===== config.mk =====
export PLATFORM = sky130hd
export DESIGN_NAME = bcd_tick_counter_flat
export DESIGN_NICKNAME = d
export VERILOG_FILES = /design/src/rtl/bcd_tick_counter_if.sv /design/src/rtl/bcd_tick_counter.sv /design/src/flat_wrapper.sv
export SDC_FILE = /design/constraint.sdc
export NUM_CORES = 1
export LEC_CHECK = 0
export ABC_AREA = 1
export BUFFER_PORTS_ARGS = -buffer_cell sky130_fd_sc_hd__buf_2
export CORE_MARGIN = 2
export CORE_UTILIZATION = 37
export DETAILED_ROUTE_END_ITERATION = 7
export GPL_TIMING_DRIVEN = 1
export REMOVE_ABC_BUFFERS = 1
export SYNTH_ARGS = -nofsm -noshare
export SYNTH_HDL_FRONTEND = slang
export SYNTH_SLANG_ARGS = --single-unit

===== constraint.sdc =====
create_clock -name clk -period 2 [get_ports clk]
set_input_delay 0.2 -clock clk [delete_from_list [all_inputs] [get_ports clk]]
set_output_delay 0.2 -clock clk [all_outputs]
set_load 0.05 [all_outputs]

===== src/rtl/bcd_tick_counter_if.sv =====
// Signal bundle for the BCD tick counter: control inputs (en/up/load/din) and
// the digit, terminal-count and carry outputs.
interface bcd_tick_counter_if;
   logic       en;
   logic       up;
   logic       load;
   logic [3:0] din;
   logic       A;
   logic       B;
   logic       C;
   logic       D;
   logic       tc;
   logic       carry;

   // Driver side: supplies controls and observes the counter outputs
   modport master (
      output en, up, load, din,
      input  A, B, C, D, tc, carry
   );

   // Counter side: consumes controls and drives the digit/status outputs
   modport slave (
      input  en, up, load, din,
      output A, B, C, D, tc, carry
   );
endinterface


===== src/rtl/bcd_tick_counter.sv =====
// Single-digit BCD up/down counter advanced once every DIV enabled clocks.
// The digit drives a 7-segment decoder through A (MSB) .. D (LSB). carry
// pulses for one cycle on each 9->0 or 0->9 wrap.
module bcd_tick_counter #(
   parameter int unsigned DIV = 12000000
) (
   input logic              clk,
   input logic              rst_n,
   bcd_tick_counter_if.slave bus
);

   localparam int unsigned PW = (DIV <= 1) ? 1 : $clog2(DIV);
   localparam logic [PW-1:0] LAST = PW'(DIV - 1);

   logic [PW-1:0] pre;
   logic [3:0]    digit;
   logic          carry_q;
   logic [3:0]    stepped;
   logic          wraps;
   logic          step;
   logic [3:0]    load_value;

   assign step       = bus.en && (pre == LAST);
   assign load_value = (bus.din <= 4'd9) ? bus.din : 4'd0;

   // Value the digit takes on a step in the current direction, and whether it wraps
   always_comb begin
      stepped = digit;
      wraps   = 1'b0;
      if (bus.up) begin
         if (digit >= 4'd9) begin
            stepped = 4'd0;
            wraps   = 1'b1;
         end else begin
            stepped = digit + 4'd1;
         end
      end else begin
         if (digit == 4'd0) begin
            stepped = 4'd9;
            wraps   = 1'b1;
         end else begin
            stepped = digit - 4'd1;
         end
      end
   end

   // Prescaler, digit and carry; load wins over a coincident step regardless of en
   always_ff @(posedge clk or negedge rst_n) begin
      if (!rst_n) begin
         pre     <= '0;
         digit   <= 4'd0;
         carry_q <= 1'b0;
      end else begin
         carry_q <= 1'b0;
         if (bus.load) begin
            digit <= load_value;
            pre   <= '0;
         end else if (bus.en) begin
            if (step) begin
               pre     <= '0;
               digit   <= stepped;
               carry_q <= wraps;
            end else begin
               pre <= pre + PW'(1);
            end
         end
      end
   end

   assign bus.A     = digit[3];
   assign bus.B     = digit[2];
   assign bus.C     = digit[1];
   assign bus.D     = digit[0];
   assign bus.carry = carry_q;
   assign bus.tc    = bus.up ? (digit == 4'd9) : (digit == 4'd0);

endmodule


===== src/flat_wrapper.sv =====
// flat-port wrapper written by rule: the top's interface ports become plain ports
module bcd_tick_counter_flat 
#(
   parameter int unsigned DIV = 12000000
)
  (clk, rst_n, bus_en, bus_up, bus_load, bus_din, bus_A, bus_B, bus_C, bus_D, bus_tc, bus_carry);
  bcd_tick_counter_if bus_i ();
  input logic clk;
  input logic rst_n;
  input wire logic [$bits(bus_i.en)-1:0] bus_en;
  input wire logic [$bits(bus_i.up)-1:0] bus_up;
  input wire logic [$bits(bus_i.load)-1:0] bus_load;
  input wire logic [$bits(bus_i.din)-1:0] bus_din;
  output wire logic [$bits(bus_i.A)-1:0] bus_A;
  output wire logic [$bits(bus_i.B)-1:0] bus_B;
  output wire logic [$bits(bus_i.C)-1:0] bus_C;
  output wire logic [$bits(bus_i.D)-1:0] bus_D;
  output wire logic [$bits(bus_i.tc)-1:0] bus_tc;
  output wire logic [$bits(bus_i.carry)-1:0] bus_carry;
  assign bus_i.en = bus_en;
  assign bus_i.up = bus_up;
  assign bus_i.load = bus_load;
  assign bus_i.din = bus_din;
  assign bus_A = bus_i.A;
  assign bus_B = bus_i.B;
  assign bus_C = bus_i.C;
  assign bus_D = bus_i.D;
  assign bus_tc = bus_i.tc;
  assign bus_carry = bus_i.carry;
  bcd_tick_counter #(.DIV(DIV)) u_core (.clk(clk), .rst_n(rst_n), .bus(bus_i));
endmodule

After elaboration in Yosys (flattened, before gate mapping)
Cells that the tools add are included.

storage, ports and cells
  flip-flop bits (word level) = 29
  latch bits = 0
  memory bits (writable) = 0
  ROM bits = 0
  input bits = 9
  output and inout bits = 6
  logic and storage cells = 32
  memories = 0

operators by class
  $add $sub $neg = 3
  $mul = 0
  divide/modulo/power cells = 0
  order comparisons = 2
  eq/ne operators = 2
  shift operators = 0
  muxes and demuxes = 17
  bitwise gates (word level) = 0
  reductions and logical operators = 5

operator list
  operator                                                number
  two-way mux 24 bit                                      3
  two-way mux 4 bit                                       7
  adder 24 x 1 -> 24 bit (second input constant)          1
  == test 24 bit (second input constant)                  1
  two-way mux 1 bit                                       7
  adder 4 x 1 -> 4 bit (second input constant)            1
  == test 4 bit (second input constant)                   1
  >= comparator 4 bit (second input constant)             1
  less-or-equal comparator 4 bit (second input constant)  1
  zero test 4 bit                                         1
  nonzero test 2 bit                                      2
  subtractor 4 x 1 -> 4 bit (second input constant)       1
  AND reduction 2 bit                                     1
  logical AND 1 bit                                       1

Depth between registers and ports, before layout
Gate-level depths: netlist of the first run.

  depth after elaboration = 6
  depth in mapped cells = 11
  gate-level depth less buffers = 11

Worst setup path after synthesis of the first run
Ideal clock, no wire load.

  path type = register to output
  from = reg u_core.digit[1]
  to = out bus_tc
  data arrival time = 2163 ps
  data required time = 1800 ps
  path slack = -363 ps
  stages on the path, launching flop included = 5
  path buffers = 0
  cells stage by stage = dfrtp_1 inv_1 ha_1 nand3_1 o21ai_0

between the ends
  cells in the longest elaborated chain, start to end = 2
  elaborated cells between the ends (all ways) = 3
  those cells by class = eq/ne: 1; mux: 1; reduce/logical: 1

RTL lines
  item                                                     RTL line                source
  start, declared                                          bcd_tick_counter.sv:16  logic [3:0] digit;
  start signal, assigned                                   bcd_tick_counter.sv:56  digit <= load_value;
  start signal, assigned                                   bcd_tick_counter.sv:61  digit <= stepped;
  == test 4 bit / zero test 4 bit (equally long branches)  bcd_tick_counter.sv:75  assign bus.tc = bus.up ? (digit == 4'd9) : (digit == 4'd0);
  two-way mux 1 bit *                                      bcd_tick_counter.sv:75
  end, declared                                            flat_wrapper.sv:18      output wire logic [$bits(bus_i.tc)-1:0] bus_tc;

Mark *: on every way between the ends. The rest lies on a longest branch, timed or not.

Final worst setup path of the first run
  from = reg u_core.digit[0]
  to = out bus_tc

The elaborated chain is that of the path after synthesis.

==> results of run 1 <==
==> synthesized netlist by cell type, types with 2 or more instances <==
cell type	n	area (um2)
sky130_fd_sc_hd__nand3_1	20	100
sky130_fd_sc_hd__dfrtp_1	29	726
sky130_fd_sc_hd__nor2_2	4	25.0
sky130_fd_sc_hd__a21oi_1	7	35.0
sky130_fd_sc_hd__nor3_1	13	65.1
sky130_fd_sc_hd__buf_6	2	22.5
sky130_fd_sc_hd__xnor2_1	2	17.5
sky130_fd_sc_hd__nor2_1	48	180
sky130_fd_sc_hd__nand3b_1	2	15.0
sky130_fd_sc_hd__inv_1	33	124
sky130_fd_sc_hd__nand2_2	2	12.5
sky130_fd_sc_hd__nor3_2	2	20.0
sky130_fd_sc_hd__nand2_1	86	323
sky130_fd_sc_hd__nand4_1	8	50.1
sky130_fd_sc_hd__xor2_1	5	43.8
sky130_fd_sc_hd__o21ai_0	9	45.0
sky130_fd_sc_hd__ha_1	5	62.6
==> registers in the layout (all words and copies together), names as in the netlist <==
name	count
u_core.pre	24
u_core.digit	4
u_core.bus.carry	1
==> metal layers <==
metal	share of wire, %	up-vias	global-route usage, %
met5	0	-	0
met4	0.47	0	2.73
met3	2.9	3	4.24
met2	45	18	26.5
met1	51	826	24.2
li1	-	952	-
==> worst paths after layout <==
kind / from / to / slack (ns)
min: bus_load / u_core.bus.carry / 0.17
max in group asynchronous: rst_n / u_core.pre[2] / 1.09
min reg2reg: u_core.pre[1] / u_core.pre[1] / 0.54
max reg2reg: u_core.pre[0] / u_core.pre[18] / 0.33
max: u_core.digit[0] / bus_tc / 0.19
min in group asynchronous: rst_n / u_core.pre[18] / 0.48
==> metrics by stage <==
stage	TNS, ns	hold slack, ns	cells
detailed placement	0	0.278	369
floorplan	-0.363	-0.0956	285
finish	0	0.174	378
CTS	0	0.159	378
global placement	0	0.280	369
global route	0	0.173	378
==> cell type report <==
cell class | instances | area share (%)
multi-input cells | 221 | 48.3
repair buffers | 15 | 3.68
flip-flops and latches | 29 | 32.3
clock inverters | 3 | 2.90
well taps | 70 | 3.90
inverters | 35 | 5.85
clock buffers | 5 | 3.07
==> critical path: cells and delay by family, from the launching register on <==
kind            cells  cell delay, ns
fa+ha+maj           1            0.18
simple gates        2            0.17
buf+inv             3            0.45
compound gates      1            0.08
flops               1            0.46
==> power by group through the flow <==
stage	sequential (mW)	combinational [mW]	clock, mW
3_3_place_gp	0.670	0.314	0
3_5_place_dp	0.671	0.315	0
5_1_grt	0.670	0.360	0.777
2_1_floorplan	0.711	0.181	0
4_1_cts	0.661	0.317	0.751
6_report	0.661	0.316	0.731
==> repair_timing <==
item                                   4_1_cts  5_1_grt
endpoints found under the hold margin       29        0
hold buffers                                 1        0
resized for setup                            0        4
setup endpoints to repair                    0       13
==> kinds of logic after synthesis <==
logic type,Yosys count,share of synthesized area (%)
compound gates,20,5.47
xor+xnor,7,3.12
fa+ha+maj,5,3.18
buf+inv,38,8.08
flops,29,36.9
simple gates,189,43.2
==> Implementation_results.wiki, run 1 <==
{| class="wikitable"
! Metric !! Value
|-
| Average wire per standard cell || 11.9 um
|-
| Final setup margin || 0.186 ns
|-
| Area used by multi-input combinational logic || 0.00108 mm2
|-
| Crit path max-delay cell type || sky130_fd_sc_hd__dfrtp_1
|-
| Initial core utilization || 38.5%
|-
| Core region area || 0.00511 mm2
|-
| Number of global-route vias before repair || 1732
|-
| Share of flip-flops with an asynchronous set or reset || 100%
|-
| Combinational share of power || 18.5%
|-
| Cell at the root of the clock tree || sky130_fd_sc_hd__clkbuf_8
|-
| GR Overflow Total || 0
|-
| Unrepaired setup endpoints after global routing || no
|-
| Die footprint || 0.00591 mm2
|-
| Data required time of the critical path || 1.80 ns
|-
| Pin count of the biggest net entering global routing || 30
|-
| Worst-path maximum fanout || 6
|-
| Crit. End Element || output port
|-
| # port buffers || 14
|-
| Tightest Pin Transition || 0.664 ns
|-
| Number of instances in the synthesized netlist || 288
|-
| Standby leakage power || 1.04 nW
|-
| Number of warnings issued by yosys || 0
|-
| Share of total power in the clock network || 42.8%
|-
| Antenna-violating nets left || 0
|-
| Mean cell area of the mapped netlist || 6.83 um2
|-
| Std cell rows || 26
|-
| Maximum single-stage delay on the critical path || 0.46 ns
|-
| Setup-failing EPs final || 0
|-
| Clock Skew || 0.00882 ns
|-
| Number of fill cells in the layout || 567
|-
| Wire length of the first global-routing pass || 8.12 mm
|-
| Relative slew margins || 55.7%
|-
| Number of nets in the layout || 321
|-
| H-tree levels || 2
|-
| Die height || 76.9 um
|-
| Startpoint type of the worst setup path || flip-flop
|-
| Worst vdd ir || 0.000298 V
|-
| Instance count along the most critical hold path || 2
|-
| Final Wtd Congestion || 0.859
|-
| Internal power || 1.21 mW
|-
| Number of synthesized flops with an enable pin || 0
|-
| Share of the yosys chip area belonging to registers || 36.9%
|-
| Maximum clock insertion buffer count || 2
|-
| Placement Cell Area || 0.00210 mm2
|-
| Setup Slack @ Placement || 0.0444 ns
|-
| Wire length after detailed routing || 4.50 mm
|-
| Clock sinks || 29
|-
| Final instance area || 0.00224 mm2
|-
| Sum of internal, switching and leakage power || 1.71 mW
|-
| DRC marker count from the first detailed-route iteration || 105
|-
| Net Switching || 0.497 mW
|-
| Number of buffers inserted during clock tree synthesis || 5
|-
| Final Hold Vio Count || 0
|-
| DR vias || 1799
|-
| Number of buffers inserted to repair setup after CTS || 0
|-
| Clock Latency Late Sink || 0.29 ns
|-
| Fmax || 0.551 GHz
|-
| Synth Flop Type || sky130_fd_sc_hd__dfrtp_1
|-
| Depth of the worst register-to-register path || 8
|-
| Antenna violations before repair || 0
|-
| Final max-slew violation count || 0
|-
| Post-route core utilization || 43.9%
|-
| Status || complete, no violations
|-
| Switching Share || 29.1%
|-
| Crit path kind || flip-flop to output port
|-
| Type of the most critical hold path || input port to flip-flop
|-
| Count of state elements after synthesis || 29
|-
| Commonest non-fill, non-tap cells in the layout || sky130_fd_sc_hd__nand2_1 (86), sky130_fd_sc_hd__nor2_1 (47), sky130_fd_sc_hd__inv_1 (32)
|-
| First-pass iteration count of the detailed router || 4
|-
| CTS tree || done
|-
| Cell area power density || 761 mW/mm2
|-
| Most common cell after layout, fill and taps aside || sky130_fd_sc_hd__nand2_1
|-
| Overall global routing resource usage || 17.0%
|-
| Worst EP arrival || 1.61 ns
|-
| CP Cell Sequence || inv_2 -> ha_1 -> nand3_1 -> inv_1 -> nand2_1 -> o21ai_0 -> buf_4
|-
| Fraction of final layout cells with drive strength greater than 1 || 12.3%
|-
| Diodes inserted || 0
|-
| Horizontal die dimension || 76.9 um
|-
| FF+latch area || 726 um2
|-
| Netlist area before placement || 0.00197 mm2
|-
| Power share of the sequential group || 38.7%
|-
| Number of distinct library cells after synthesis || 28
|-
| Worst-path clk slew || 0.07 ns
|-
| Detail-routed via count per cell || 4.76
|-
| Top-level port count || 15
|-
| HPWL after detailed placement || 3.43 mm
|-
| Layout Area Growth over Synthesis || 14.2%
|-
| DRC violations left || 0
|-
| Final clock period utilization by the worst path || 90.7%
|-
| MaxCap Viol Count || 0
|-
| Crit path time final || 1.81 ns
|}
No activity file was read; power rests on OpenSTA's default activity.
==> run 2, diff against run 1 <==
- REMOVE_ABC_BUFFERS: 1 -> unset
==> Implementation_results.wiki, run 2 (synthesized netlist as in run 1, its figures left out) <==
{| class="wikitable"
! Metric !! Value
|-
| Crit path max-delay cell type || sky130_fd_sc_hd__dfrtp_1
|-
| Most common cell after layout, fill and taps aside || sky130_fd_sc_hd__nand2_1
|-
| Post-synthesis net count || 302
|-
| R2r setup slk || 0.30 ns (-0.03 ns)
|-
| CP Cell Sequence || inv_2 -> ha_1 -> nand3_1 -> inv_1 -> nand2_1 -> o21ai_1 -> buf_4
|-
| Number of flip-flops in the largest register || 24 (unchanged)
|-
| Critical path launch point || u_core.digit[0]
|-
| Unrepaired setup endpoints after global routing || no
|-
| Wire length of the first global-routing pass || 8.25 mm (+1.5%)
|-
| Setup-failing EPs final || 0 (unchanged)
|-
| DRC marker count from the first detailed-route iteration || 118 (+12%)
|-
| Die footprint || 0.00591 mm2 (unchanged)
|-
| Worst-path clk slew || 0.06 ns (about the same)
|-
| Fraction of final layout cells with drive strength greater than 1 || 12.3% (unchanged)
|-
| Crit path kind || flip-flop to output port
|-
| Crit. End Element || output port
|-
| Worst vdd ir || 0.000317 V (+6.7%)
|-
| Depth of the worst register-to-register path || 8 (unchanged)
|-
| Relative slew margins || 56.2% (+0.44 points)
|-
| Commonest non-fill, non-tap cells in the layout || sky130_fd_sc_hd__nand2_1 (86), sky130_fd_sc_hd__nor2_1 (47), sky130_fd_sc_hd__inv_1 (32)
|-
| Clock sinks || 29 (unchanged)
|-
| MaxCap Viol Count || 0 (unchanged)
|-
| Number of nets in the layout || 321 (unchanged)
|-
| Top register by number of flip-flops || u_core.pre
|-
| Core region area || 0.00511 mm2 (unchanged)
|-
| Average wire per standard cell || 11.9 um (+0.13%)
|-
| Post-route core utilization || 43.3% (-0.64 points)
|-
| Maximum clock insertion buffer count || 2 (unchanged)
|-
| Detail-routed via count per cell || 4.78 (+0.33%)
|-
| GR Overflow Total || 0 (unchanged)
|-
| Top-level port count || 15 (unchanged)
|-
| Startpoint of the worst register-to-register path || u_core.pre[0]
|-
| DR vias || 1805 (+0.33%)
|-
| Standby leakage power || 1.02 nW (-1.3%)
|-
| Crit path time final || 1.83 ns (+0.0173 ns)
|-
| Worst EP arrival || 1.63 ns (+0.02 ns)
|-
| Final max-slew violation count || 0 (unchanged)
|-
| Final clock period utilization by the worst path || 91.6% (+0.87 points)
|-
| Antenna-violating nets left || 0 (unchanged)
|-
| CTS tree || done
|-
| Clock Skew || 0.00221 ns (-0.00660 ns)
|-
| Setup Slack @ Placement || 0.0610 ns (+0.0166 ns)
|-
| Data required time of the critical path || 1.80 ns (about the same)
|-
| Diodes inserted || 0 (unchanged)
|-
| Die height || 76.9 um (unchanged)
|-
| HPWL after detailed placement || 3.42 mm (-0.24%)
|-
| Final Wtd Congestion || 0.867 (+0.95%)
|-
| Pin count of the biggest net entering global routing || 30 (unchanged)
|-
| Maximum single-stage delay on the critical path || 0.46 ns (about the same)
|-
| Startpoint type of the worst setup path || flip-flop
|-
| Terminus of the critical flop-to-flop path || u_core.pre[7]
|-
| Antenna violations before repair || 0 (unchanged)
|-
| Tightest Pin Transition || 0.657 ns (-0.00660 ns)
|-
| Fin cells || 378 (unchanged)
|-
| Std cell rows || 26 (unchanged)
|-
| Destination of the critical timing path || bus_tc
|-
| # port buffers || 14 (unchanged)
|-
| Number of buffers inserted during clock tree synthesis || 5 (unchanged)
|-
| Number of cells after detailed placement || 369 (unchanged)
|-
| Final Hold Vio Count || 0 (unchanged)
|-
| Post-Route Setup TNS || 0 ns (unchanged)
|-
| Final setup margin || 0.169 ns (-0.0173 ns)
|-
| DRC violations left || 0 (unchanged)
|-
| Horizontal die dimension || 76.9 um (unchanged)
|-
| Overall global routing resource usage || 17.4% (+0.44 points)
|-
| Number of global-route vias before repair || 1784 (+3.0%)
|-
| Cell area power density || 678 mW/mm2 (-11%)
|-
| H-tree levels || 2 (unchanged)
|-
| Layout Area Growth over Synthesis || 12.5%
|-
| Wire length after detailed routing || 4.51 mm (+0.13%)
|-
| Number of buffers inserted to repair setup after CTS || 0 (unchanged)
|-
| Fmax || 0.546 GHz (-0.95%)
|-
| Type of the most critical hold path || input port to flip-flop
|-
| Initial core utilization || 38.5% (unchanged)
|-
| Status || complete, no violations
|-
| First-pass iteration count of the detailed router || 4 (unchanged)
|-
| Clock Latency Late Sink || 0.27 ns (-0.02 ns)
|-
| Worst-path maximum fanout || 6 (unchanged)
|-
| Cell at the root of the clock tree || sky130_fd_sc_hd__clkbuf_8
|}
run 2: cell types whose count changed in the layout (fill, tap and decap cells not counted), sizes merged:
| cell | delta |
|---|---|
| bufinv | -2 |
| clkbuf | +2 |
run 2: layout make-up:
cell class	instances	area (um2)
fillers	555	2900
multi-input cells	221	1080
flip-flops and latches	29	726
inverters	35	131
clock buffers	7	96.3
well taps	70	87.6
repair buffers	15	82.6
clock inverters	1	5.00
run 2: repair_timing:
action | 4_1_cts | 5_1_grt
hold buffers | 1 | 0
endpoints found under the hold margin | 29 | 0
endpoints found under the setup margin | 0 | 13
gates resized for setup | 0 | 4
run 2: how the worst min path moves through the flow:
stage / from / endpoint / slack (ns) / depth (start not counted)
after CTS: bus_load / u_core.bus.carry / 0.18 / 2
after global placement: rst_n / u_core.pre[21] / 0.28 / 1
after global routing: bus_load / u_core.bus.carry / 0.20 / 2
after detailed placement: rst_n / u_core.pre[21] / 0.28 / 1
final: bus_load / u_core.bus.carry / 0.19 / 2
after floorplan: rst_n / u_core.bus.carry / -0.1 / 0
run 2: metrics by stage:
stage                     power [mW]  hold WS [ns]  area [um2]
final                           1.50         0.190        2210
after global routing            1.60         0.199        2210
after CTS                       1.52         0.181        2210
after detailed placement       0.989         0.282        2100
after global placement         0.983         0.282        2100
after floorplan                0.900       -0.0956        1970
run 2: critical path: cells and delay by family, from the launching register on:
kind | cells | cell delay (ns)
and+or+nand+nor | 2 | 0.18
buffers and inverters | 3 | 0.47
adders and majority gates | 1 | 0.17
DFF | 1 | 0.46
AOI/OAI and AO/OA | 1 | 0.08
run 2: routing by layer:
layer | global-route usage (%) | share of wire [%] | vias up
li1 | - | - | 949
met1 | 22.8 | 47 | 822
met2 | 29.2 | 47 | 30
met3 | 3.53 | 4.1 | 4
met4 | 4.91 | 1.1 | 0
met5 | 0 | 0 | -
run 2: power breakdown:
group	switching, mW	internal (mW)	leakage [nW]
clock network	0.212	0.310	0.0542
logic	0.218	0.0989	0.570
registers	0.0428	0.618	0.399
total	0.473	1.03	1.02
==> run 3, diff against run 2 <==
- CORE_UTILIZATION: 37 -> 40
==> Implementation_results.wiki, run 3 (synthesized netlist as in run 1, its figures left out) <==
{| class="wikitable"
! Metric !! Value
|-
| Cell area power density || 655 mW/mm2 (-3.4%)
|-
| Type of the most critical hold path || input port to flip-flop
|-
| Fmax || 0.549 GHz (+0.47%)
|-
| Wire length of the first global-routing pass || 7.57 mm (-8.2%)
|-
| Relative slew margins || 55.8% (-0.42 points)
|-
| Std cell rows || 25 (-3.8%)
|-
| Top register by number of flip-flops || u_core.pre
|-
| CTS tree || done
|-
| Horizontal die dimension || 74.1 um (-3.6%)
|-
| Final max-slew violation count || 0 (unchanged)
|-
| Core region area || 0.00472 mm2 (-7.5%)
|-
| Depth of the worst register-to-register path || 8 (unchanged)
|-
| H-tree levels || 2 (unchanged)
|-
| First-pass iteration count of the detailed router || 4 (unchanged)
|-
| Cell at the root of the clock tree || sky130_fd_sc_hd__clkbuf_8
|-
| DRC violations left || 0 (unchanged)
|-
| Post-Route Setup TNS || 0 ns (unchanged)
|-
| Final Wtd Congestion || 0.828 (-4.5%)
|-
| Most common cell after layout, fill and taps aside || sky130_fd_sc_hd__nand2_1
|-
| Instance count along the most critical hold path || 2 (unchanged)
|-
| Worst-path maximum fanout || 5 (-1)
|-
| Antenna-violating nets left || 0 (unchanged)
|-
| MaxCap Viol Count || 0 (unchanged)
|-
| Tightest Pin Transition || 0.664 ns (+0.00623 ns)
|-
| Wire length on met3 || 93 um (-50%)
|-
| Final Hold Vio Count || 0 (unchanged)
|-
| Crit path kind || flip-flop to output port
|-
| Worst-path clk slew || 0.06 ns (about the same)
|-
| Commonest non-fill, non-tap cells in the layout || sky130_fd_sc_hd__nand2_1 (86), sky130_fd_sc_hd__nor2_1 (47), sky130_fd_sc_hd__inv_1 (33)
|-
| Worst vdd ir || 0.000386 V (+21%)
|-
| # port buffers || 14 (unchanged)
|-
| Number of buffers inserted during clock tree synthesis || 5 (unchanged)
|-
| Terminus of the critical flop-to-flop path || u_core.pre[7]
|-
| Data required time of the critical path || 1.80 ns (about the same)
|-
| Antenna violations before repair || 0 (unchanged)
|-
| DRC marker count from the first detailed-route iteration || 126 (+6.8%)
|-
| Initial core utilization || 41.6% (+3.1 points)
|-
| Startpoint of the worst register-to-register path || u_core.pre[0]
|-
| Crit path time final || 1.82 ns (-0.00858 ns)
|-
| Pin count of the biggest net entering global routing || 30 (unchanged)
|-
| Clock Skew || 0.0106 ns (+0.00834 ns)
|-
| Placement Cell Area || 0.00210 mm2 (+0.18%)
|-
| Metal1 wirelength || 2.25 mm (+5.5%)
|-
| Maximum clock insertion buffer count || 2 (unchanged)
|-
| Number of buffers inserted to repair setup after CTS || 0 (unchanged)
|-
| Die height || 74.1 um (-3.6%)
|-
| Final clock period utilization by the worst path || 91.1% (-0.43 points)
|-
| Worst EP arrival || 1.62 ns (about the same)
|-
| Startpoint type of the worst setup path || flip-flop
|-
| Wire length after detailed routing || 4.43 mm (-1.7%)
|-
| Standby leakage power || 1.02 nW (-0.36%)
|-
| Overall global routing resource usage || 18.3% (+0.88 points)
|-
| End point of the worst hold path || u_core.bus.carry
|-
| Status || complete, no violations
|-
| Worst-case hold slack || 0.182 ns (-0.00832 ns)
|-
| R2r setup slk || 0.28 ns (-0.02 ns)
|-
| Top-level port count || 15 (unchanged)
|-
| Clock sinks || 29 (unchanged)
|-
| Clock Latency Late Sink || 0.29 ns (+0.02 ns)
|-
| Post-synthesis net count || 302 (unchanged)
|-
| Die footprint || 0.00549 mm2 (-7.1%)
|-
| Number of nets in the layout || 322 (+0.31%)
|-
| Crit. End Element || output port
|-
| Number of global-route vias before repair || 1659 (-7.0%)
|-
| Final instance area || 0.00220 mm2 (-0.68%)
|-
| Diodes inserted || 0 (unchanged)
|-
| Number of fill cells in the layout || 493 (-11%)
|-
| GR Overflow Total || 0 (unchanged)
|-
| Sum of internal, switching and leakage power || 1.44 mW (-4.1%)
|-
| Area used by multi-input combinational logic || 0.00108 mm2 (unchanged)
|-
| Fraction of final layout cells with drive strength greater than 1 || 12.0% (-0.36 points)
|-
| Unrepaired setup endpoints after global routing || no
|-
| Layout Area Growth over Synthesis || 11.8%
|-
| Setup-failing EPs final || 0 (unchanged)
|-
| Number of flip-flops in the largest register || 24 (unchanged)
|-
| Detail-routed via count per cell || 4.75 (-0.53%)
|-
| DR vias || 1786 (-1.1%)
|-
| HPWL after detailed placement || 3.45 mm (+0.75%)
|-
| HP Start || bus_load
|-
| Average wire per standard cell || 11.8 um (-1.2%)
|-
| Highest routed metal layer || met4
|-
| Met2 wire length || 2.03 mm (-5.0%)
|-
| FF+latch area || 726 um2 (unchanged)
|}
## run 3: routing by layer
| layer | vias up | GRT usage, % |
|---|---|---|
| met2 | 16 | 29.4 |
| li1 | 960 | - |
| met4 | 0 | 6.87 |
| met1 | 805 | 24.3 |
| met5 | - | 0 |
| met3 | 5 | 3.93 |
## run 3: worst max-delay path: stages (launching register included)
cell                      delay, ns
sky130_fd_sc_hd__dfrtp_1       0.39
sky130_fd_sc_hd__inv_1         0.16
sky130_fd_sc_hd__ha_1          0.20
sky130_fd_sc_hd__nand3_1       0.11
sky130_fd_sc_hd__inv_1         0.11
sky130_fd_sc_hd__nand2_1       0.07
sky130_fd_sc_hd__o21ai_1       0.09
sky130_fd_sc_hd__buf_4         0.22
## run 3: how the worst max path moves through the flow
stage               depth (start not counted)            start             end  slack [ns]
CTS                                         7  u_core.digit[1]          bus_tc        0.12
global route                                7  u_core.digit[0]          bus_tc        0.02
finish                                      7  u_core.digit[0]          bus_tc        0.18
floorplan                                   4  u_core.digit[1]          bus_tc        0.01
global placement                            8    u_core.pre[0]  u_core.pre[18]        0.08
detailed placement                          8    u_core.pre[0]   u_core.pre[7]       0.003
## run 3: cell type report
cell class	instances	share of cell area (%)
inverters	35	5.98
well taps	67	3.82
repair buffers	16	4.10
multi-input cells	221	49.3
flip-flops and latches	29	33.0
clock buffers	6	3.30
clock inverters	2	0.456
## run 3: what timing repair did
action	CTS	global route
gates resized for setup	1	2
setup endpoints to repair	1	1
hold buffers	1	0
endpoints found under the hold margin	29	0
gates cloned	0	0
## run 3: power by group
part,internal (mW),switching [mW],total (mW)
clock,0.240,0.218,0.459
sequential,0.618,0.0381,0.656
combinational,0.102,0.223,0.325
total,0.960,0.479,1.44
## run 3: stage by stage
| step | utilization, % | std cells | setup slack [ns] |
|---|---|---|---|
| floorplan | - | 288 | 0.0145 |
| global placement | 44.5 | 367 | 0.0752 |
| detailed placement | 44.5 | 367 | 0.00321 |
| CTS | 46.5 | 376 | 0.121 |
| global route | 46.5 | 376 | 0.0224 |
| finish | 46.5 | 376 | 0.177 |
